### config.mk
export PLATFORM = sky130hd
export DESIGN_NAME = layer_mv_stream
export DESIGN_NICKNAME = d
export VERILOG_FILES = /design/src/rtl/layer_mv_stream.sv
export SDC_FILE = /design/constraint.sdc
export NUM_CORES = 2
export LEC_CHECK = 0
export BUFFER_PORTS_ARGS = -buffer_cell sky130_fd_sc_hd__buf_2
export CORE_MARGIN = 1
export CORE_UTILIZATION = 64
export CTS_CLUSTER_SIZE = 25
export DETAILED_ROUTE_END_ITERATION = 6
export PLACE_DENSITY = 0.8
export REMOVE_ABC_BUFFERS = 1
export SKIP_CTS_REPAIR_TIMING = 1
export SLEW_MARGIN = 10
export SYNTH_ARGS = -nofsm -noshare
export SYNTH_HDL_FRONTEND = slang
export SYNTH_SLANG_ARGS = --single-unit
### constraint.sdc
create_clock -name clk -period 10.01 [get_ports clk]
set_clock_uncertainty 0.1 [all_clocks]
set_input_delay 0 -clock clk [delete_from_list [all_inputs] [get_ports clk]]
set_output_delay 0 -clock clk [all_outputs]
set_load 0.01 [all_outputs]
### src/rtl/layer_mv_stream.sv
// Streaming dense layer y = act(W*x + b) with P parallel MAC lanes; W, b and x arrive over the input stream.
// Optional macro LAYER_MV_SAT_EN clamps each result to the signed T-bit range instead of wrapping it.
module layer_mv_stream #(
  parameter int M    = 16,
  parameter int N    = 8,
  parameter int T    = 16,
  parameter int P    = 2,
  parameter int FRAC = 0
) (
  input  logic                clk,
  input  logic                reset,
  input  logic                s_valid,
  output logic                s_ready,
  input  logic signed [T-1:0] data_in,
  input  logic                load_cfg,
  input  logic                relu_en,
  output logic                m_valid,
  input  logic                m_ready,
  output logic signed [T-1:0] data_out,
  output logic                busy
);

  localparam int ROWS = M / P;
  localparam int A    = 2 * T + $clog2(N);
  localparam int NW   = (N > 1) ? $clog2(N) : 1;
  localparam int LW   = (P > 1) ? $clog2(P) : 1;
  localparam int SW   = (ROWS > 1) ? $clog2(ROWS) : 1;
  localparam int WAW  = (ROWS * N > 1) ? $clog2(ROWS * N) : 1;
  localparam int CW   = $clog2(N + 2);

  localparam logic [2:0] S_IDLE    = 3'd0;
  localparam logic [2:0] S_LOAD_W  = 3'd1;
  localparam logic [2:0] S_LOAD_B  = 3'd2;
  localparam logic [2:0] S_LOAD_X  = 3'd3;
  localparam logic [2:0] S_COMPUTE = 3'd4;
  localparam logic [2:0] S_OUT     = 3'd5;

  localparam logic [NW-1:0] LAST_COL    = NW'(N - 1);
  localparam logic [LW-1:0] LAST_LANE   = LW'(P - 1);
  localparam logic [SW-1:0] LAST_SLOT   = SW'(ROWS - 1);
  localparam logic [CW-1:0] CYC_FIRST   = CW'(1);
  localparam logic [CW-1:0] CYC_ACC_END = CW'(N);
  localparam logic [CW-1:0] CYC_DONE    = CW'(N + 1);

  if (M % P != 0) begin : g_bad_cfg
    $error("layer_mv_stream: M (%0d) must be a multiple of P (%0d)", M, P);
  end

  logic [2:0]    state;
  logic [NW-1:0] col_cnt;
  logic [LW-1:0] lane_cnt;
  logic [SW-1:0] slot_cnt;
  logic [SW-1:0] grp;
  logic [LW-1:0] out_lane;
  logic [CW-1:0] cyc;
  logic          relu_q;

  logic signed [T-1:0] w_ram [P][ROWS*N];
  logic signed [T-1:0] b_ram [P][ROWS];
  logic signed [T-1:0] x_ram [N];
  logic signed [T-1:0] w_q   [P];
  logic signed [T-1:0] b_q   [P];
  logic signed [T-1:0] x_q;

  logic signed [2*T-1:0] prod_full [P];
  logic signed [2*T-1:0] prod_sh   [P];
  logic signed [A-1:0]   prod_ext  [P];
  logic signed [A-1:0]   b_ext     [P];
  logic signed [A-1:0]   acc       [P];
  logic signed [T-1:0]   res       [P];

  logic           accept, w_we, b_we, x_we;
  logic           col_wrap, lane_wrap, slot_wrap, last_w, last_b;
  logic [WAW-1:0] w_wr_addr, w_rd_addr;
  logic [NW-1:0]  rd_col;

  assign s_ready = !reset && (state == S_IDLE || state == S_LOAD_W ||
                              state == S_LOAD_B || state == S_LOAD_X);
  assign accept  = s_valid && s_ready;
  assign busy    = (state != S_IDLE);

  assign w_we = accept && ((state == S_IDLE && load_cfg) || state == S_LOAD_W);
  assign b_we = accept && (state == S_LOAD_B);
  assign x_we = accept && ((state == S_IDLE && !load_cfg) || state == S_LOAD_X);

  assign col_wrap  = (col_cnt == LAST_COL);
  assign lane_wrap = (lane_cnt == LAST_LANE);
  assign slot_wrap = (slot_cnt == LAST_SLOT);
  assign last_w    = col_wrap && lane_wrap && slot_wrap;
  assign last_b    = lane_wrap && slot_wrap;

  // Row i lives in lane i%P at slot i/P, so counters advance column, then lane, then slot.
  assign w_wr_addr = WAW'(slot_cnt) * WAW'(N) + WAW'(col_cnt);
  assign rd_col    = (cyc < CYC_ACC_END) ? NW'(cyc) : '0;
  assign w_rd_addr = WAW'(grp) * WAW'(N) + WAW'(rd_col);

  // NOTE: every variable in this block is assigned on every pass, so no latch can be inferred.
  always_comb begin
    for (int l = 0; l < P; l++) begin
      prod_full[l] = (2*T)'(w_q[l]) * (2*T)'(x_q);
      prod_sh[l]   = prod_full[l] >>> FRAC;
      prod_ext[l]  = A'(prod_sh[l]);
      b_ext[l]     = A'(b_q[l]);
    end
  end

`ifdef LAYER_MV_SAT_EN
  localparam logic signed [A-1:0] SAT_MAX = {{(A-T+1){1'b0}}, {(T-1){1'b1}}};
  localparam logic signed [A-1:0] SAT_MIN = {{(A-T+1){1'b1}}, {(T-1){1'b0}}};
`endif

  function automatic logic signed [T-1:0] narrow(input logic signed [A-1:0] a, input logic relu);
    logic signed [A-1:0] v;
    v = (relu && a < 0) ? '0 : a;
`ifdef LAYER_MV_SAT_EN
    if (v > SAT_MAX)      narrow = {1'b0, {(T-1){1'b1}}};
    else if (v < SAT_MIN) narrow = {1'b1, {(T-1){1'b0}}};
    else                  narrow = v[T-1:0];
`else
    narrow = v[T-1:0];
`endif
  endfunction

  // NOTE: RAMs carry no reset; contents survive reset so loaded weights remain usable.
  always_ff @(posedge clk) begin
    if (w_we) w_ram[lane_cnt][w_wr_addr] <= data_in;
    if (b_we) b_ram[lane_cnt][slot_cnt]  <= data_in;
    if (x_we) x_ram[col_cnt]             <= data_in;
    for (int l = 0; l < P; l++) begin
      w_q[l] <= w_ram[l][w_rd_addr];
      b_q[l] <= b_ram[l][grp];
    end
    x_q <= x_ram[rd_col];
  end

  // NOTE: sequential state uses <= so every register samples values from before the edge.
  always_ff @(posedge clk or posedge reset) begin
    if (reset) begin
      state    <= S_IDLE;
      col_cnt  <= '0;
      lane_cnt <= '0;
      slot_cnt <= '0;
      grp      <= '0;
      out_lane <= '0;
      cyc      <= '0;
      relu_q   <= 1'b0;
      m_valid  <= 1'b0;
      data_out <= '0;
      for (int l = 0; l < P; l++) begin
        acc[l] <= '0;
        res[l] <= '0;
      end
    end else begin
      if (w_we) begin
        col_cnt <= col_wrap ? '0 : col_cnt + 1'b1;
        if (col_wrap) begin
          lane_cnt <= lane_wrap ? '0 : lane_cnt + 1'b1;
          if (lane_wrap) slot_cnt <= slot_wrap ? '0 : slot_cnt + 1'b1;
        end
      end
      if (b_we) begin
        lane_cnt <= lane_wrap ? '0 : lane_cnt + 1'b1;
        if (lane_wrap) slot_cnt <= slot_wrap ? '0 : slot_cnt + 1'b1;
      end
      if (x_we) col_cnt <= col_wrap ? '0 : col_cnt + 1'b1;

      case (state)
        S_IDLE: begin
          if (accept) begin
            relu_q <= relu_en;
            cyc    <= '0;
            grp    <= '0;
            if (load_cfg) state <= last_w ? S_LOAD_B : S_LOAD_W;
            else          state <= col_wrap ? S_COMPUTE : S_LOAD_X;
          end
        end
        S_LOAD_W: if (accept && last_w)   state <= S_LOAD_B;
        S_LOAD_B: if (accept && last_b)   state <= S_IDLE;
        S_LOAD_X: if (accept && col_wrap) state <= S_COMPUTE;
        S_COMPUTE: begin
          // Read data for element k arrives one cycle after its address, hence the offset by one.
          cyc <= cyc + 1'b1;
          for (int l = 0; l < P; l++) begin
            if (cyc == CYC_FIRST)
              acc[l] <= b_ext[l] + prod_ext[l];
            else if (cyc != '0 && cyc <= CYC_ACC_END)
              acc[l] <= acc[l] + prod_ext[l];
          end
          if (cyc == CYC_DONE) begin
            for (int l = 0; l < P; l++) res[l] <= narrow(acc[l], relu_q);
            data_out <= narrow(acc[0], relu_q);
            m_valid  <= 1'b1;
            out_lane <= '0;
            cyc      <= '0;
            state    <= S_OUT;
          end
        end
        S_OUT: begin
          if (m_ready) begin
            if (out_lane == LAST_LANE) begin
              m_valid  <= 1'b0;
              out_lane <= '0;
              if (grp == LAST_SLOT) begin
                grp   <= '0;
                state <= S_IDLE;
              end else begin
                grp   <= grp + 1'b1;
                state <= S_COMPUTE;
              end
            end else begin
              out_lane <= out_lane + 1'b1;
              data_out <= res[out_lane + 1'b1];
            end
          end
        end
        default: state <= S_IDLE;
      endcase
    end
  end

endmodule

==> metrics.md <==
| Metric | Value |
|---|---|
| Class of the most critical setup path | reg -> reg |
| Post-route minimum period | slightly above 9 ns |
| Synthesis-stage register bit count | between 2000 and 3000 |
| Dominant synthesized flop cell | sky130_fd_sc_hd__edfxtp_1 |
| Maximum achievable frequency | about 110 MHz |
| Residual DRC | 1 |
| Number of buffers inserted during clock tree synthesis | 277 |
| Area added between synthesis and finish | 9.83% |
| Antenna viol nets, final | 0 |
| Fraction of the cycle the final worst path needs | between 90% and 100% |
| Type of element capturing the critical path | flop |
| Reg-to-reg setup timing slack | 0.73 ns |
| Synthesized instance count | between 8000 and 9000 |
| Delay of the slowest cell on the worst path | 1.14 ns |
| Vias per Instance | 6.96 |
| Depth of the worst register-to-register path | 27 |
| Arrival time of the worst setup path | 9.89 ns |
| Synth unique cells | between 70 and 80 |
| DIE WIDTH | between 400 and 500 um |
| Min Hold Slack | -0.0293 ns |
| Fraction of final layout cells sized beyond drive strength 1 | 15.1% |
| Setup violations, final | 0 |
| Chip Height | about 440 um |
| Critical Path Fanout Max | 32 |
| Core area | between 150000 and 200000 um2 |
| Data required time at the worst endpoint | about 11 ns |
| Utilization after layout | 71.1% |
| Slew Viols, Final | 0 |
| Number of global-route vias before repair | between 70000 and 80000 |
| Global-route wire length before repair | between 400 and 500 mm |
| Detailed Routing Iterations Pass 1 | 7 |
| Number of synthesized flops with an enable pin | ~2400 |
| Instance count along the most critical hold path | 4 |
| Effective utilization at floorplan | roughly two thirds |
| Sink of the worst hold path | out_lane |
| Result of the run | finished, violations left |
| Actual transition at the worst max-transition pin | 1.25 ns |
| Number of buffers inserted by port buffering | 40 |
| Number of DRC markers in iteration 0 | approximately 11000 |
| Non-filler instance count after layout | 10900 |
| Setup repair after global routing missed its margin | false |
| Clock tree from TritonCTS | yes |
| Kind of start point of the critical path | flop |
| Total via count after detailed routing | about 75000 |
| Clk root buf | sky130_fd_sc_hd__clkbuf_16 |
| Cell repeated most along the worst path | sky130_fd_sc_hd__fa_1 |
| Worst reg2reg path endpoint | acc[31] |
| FILL cells | 11200 |
| Slew headroom | 16.7% |
| Antenna violations before repair | 24 |
| I/O Pins | 41 |
| Wire length reported by the detailed router | roughly 330 mm |
| Setup WS pre-CTS | roughly 0.85 ns |
| Detailed placer's ending HPWL | between 150 and 200 mm |
| Count of placed standard cells including taps | between 10000 and 15000 |
| Critical register-to-register path startpoint | x_q[3] |
| Cell with the largest stage delay on the worst path | sky130_fd_sc_hd__dfxtp_1 |
| Fin worst setup slack | 0.732 ns |
| Failing checks | design-rule violations, negative hold slack |
| Pin count of the biggest net entering global routing | 200 |
| Final global-route overflow total | 0 |
| Nets | approximately 9000 |
| Sequential element share of the synthesized area | 62.1% |
| Die Outline Area | approximately 200000 um2 |
| WL per Instance | between 30 and 40 um |
| Fin. Hold Viols | 2 |
| Sinks on Clock Net | approximately 2600 |
| Clock-pin slew on the worst setup and hold paths | 0.06 ns |
| Post-Synthesis Cell Area | approximately 130000 um2 |
| Post-synthesis area per instance | between 15 and 20 um2 |
| Worst hold path class | in -> reg |
| Min-Delay Startpoint | m_ready |
| Max H-tree Level | 5 |
| CTS Buffer Depth | 4 |
| Maximum Capacitance Violations | 0 |
| Fraction of registers with async set/reset | 4.63% |
| Insertion delay to the later sink of the worst-skew pair | 0.96 ns |
| Overall track demand over capacity in global routing | 33.7% |
| Placer congestion estimate | 0.931 |
| Number of warnings printed during yosys synthesis | 0 |
| Count of standard-cell rows | about 160 |
registers in the layout, indices dropped and copies added, names as in the netlist:
register  cells
cyc           4
b_ram       256
grp           3
x_q          16
res          16
m_valid       1
col_cnt       3
w_q          32
lane_cnt      1
x_ram       128
relu_q        1
acc          70
w_ram      2048
out_lane      1
b_q          32
data_out     16
state         3
slot_cnt      3
critical path, delay by kind of cell, from the launching register on:
family	cells	cell delay [ns]
buf+inv	3	0.14
mux	1	0.28
fa+ha+maj	8	3.71
simple gates	2	0.47
compound gates	12	2.99
xor+xnor	1	0.24
flops	1	1.14
cell usage in the layout (no fill, tap or decap), types with 31 or more instances in the layout:
| cell type | Yosys | final |
|---|---|---|
| sky130_fd_sc_hd__and2_1 | 252 | 252 |
| sky130_fd_sc_hd__inv_1 | 615 | 614 |
| sky130_fd_sc_hd__xor2_1 | 58 | 58 |
| sky130_fd_sc_hd__clkbuf_16 | 0 | 285 |
| sky130_fd_sc_hd__ha_1 | 308 | 308 |
| sky130_fd_sc_hd__o21a_1 | 34 | 34 |
| sky130_fd_sc_hd__buf_4 | 0 | 231 |
| sky130_fd_sc_hd__mux2_2 | 54 | 54 |
| sky130_fd_sc_hd__clkinv_1 | 0 | 44 |
| sky130_fd_sc_hd__nor3_1 | 34 | 31 |
| sky130_fd_sc_hd__edfxtp_1 | 2432 | 2432 |
| sky130_fd_sc_hd__o22ai_1 | 263 | 263 |
| sky130_fd_sc_hd__nand2_1 | 470 | 469 |
| sky130_fd_sc_hd__nor2_1 | 372 | 365 |
| sky130_fd_sc_hd__nand2b_1 | 33 | 31 |
| sky130_fd_sc_hd__clkinv_2 | 0 | 50 |
| sky130_fd_sc_hd__nand3_1 | 47 | 47 |
| sky130_fd_sc_hd__xnor2_1 | 124 | 124 |
| sky130_fd_sc_hd__a21o_1 | 71 | 71 |
| sky130_fd_sc_hd__o21ai_0 | 428 | 428 |
| sky130_fd_sc_hd__mux4_2 | 512 | 512 |
| sky130_fd_sc_hd__a21oi_1 | 197 | 197 |
| sky130_fd_sc_hd__clkbuf_1 | 396 | 51 |
| sky130_fd_sc_hd__dfrtp_1 | 122 | 118 |
| sky130_fd_sc_hd__fa_1 | 528 | 528 |
| sky130_fd_sc_hd__o221ai_1 | 256 | 256 |
| sky130_fd_sc_hd__dfxtp_1 | 80 | 80 |
synth_stat cells, drive strengths merged (10+ instances only):
cell type     n  share of area [%]
o21ai       431                1.7
o21bai       17               0.10
or3          16              0.080
a221oi       18               0.13
ha          308                3.1
o211ai       13              0.078
a31oi        17              0.085
o21a         34               0.20
nand3        47               0.19
fa          528                8.4
a211oi       25               0.15
dfxtp        80                1.3
a211o        10              0.070
nand4        15              0.075
or2          12              0.060
edfxtp     2432                 58
nand2b       33               0.16
xnor2       125               0.88
o22ai       263                1.3
dfrtp       122                2.4
and2        252                1.3
nor2b        24               0.12
a21oi       197               0.79
nor3         34               0.14
mux2         54               0.49
mux4        512                9.2
nor2        372                1.1
o221ai      256                1.8
a21o         71               0.43
clkbuf      396                1.2
inv         616                1.8
xor2         58               0.41
buf          50               0.19
nand2       470                1.4
final cells by class:
type                            instances  area [um2]  area share [%]
Timing Repair Buffer                  289        2290            1.66
Sequential cell                      2634       77700            56.5
Clock buffer                          341        7390            5.38
Multi-Input combinational cell       4314       43500            31.7
Antenna cell                            3        7.51         0.00546
Tap cell                             2526        3160            2.30
Clock inverter                        129        1070           0.778
Inverter                              616        2320            1.69
layer usage:
layer	global-route usage [%]	wire, um
met3	7.56	38500
met4	15.6	17200
met1	44.2	116000
met5	0	209
met2	54.2	159000
worst max-delay path by stage:
stage / startpoint / endpoint / slack, ns / depth (start not counted)
global route: x_q[3] / acc[34] / 0.23 / 31
detailed placement: x_q[3] / acc[34] / 0.85 / 31
finish: x_q[3] / acc[31] / 0.73 / 27
CTS: x_q[3] / acc[34] / 0.85 / 31
floorplan: cyc[2] / x_q[0] / -24.68 / 4
global placement: x_q[3] / acc[34] / 1.02 / 31
cells by family after synthesis:
family	synth area share [%]
AO/OA/AOI/OAI	7.38
XOR/XNOR	1.29
flip-flops	62.1
buffers and inverters	3.22
adder cells (fa/ha/maj)	11.5
AND/OR/NAND/NOR	4.80
multiplexers	9.72
through the flow:
step | setup TNS [ns] | instance area (um2)
6_report | 0 | 137000
4_1_cts | 0 | 137000
3_5_place_dp | 0 | 129000
2_1_floorplan | -2836.29 | 123000
3_3_place_gp | 0 | 129000
5_1_grt | 0 | 137000
Power is left out: the tool's default activity adds up to more than one toggle a clock period on the data nets, which glitch-free logic cannot reach.
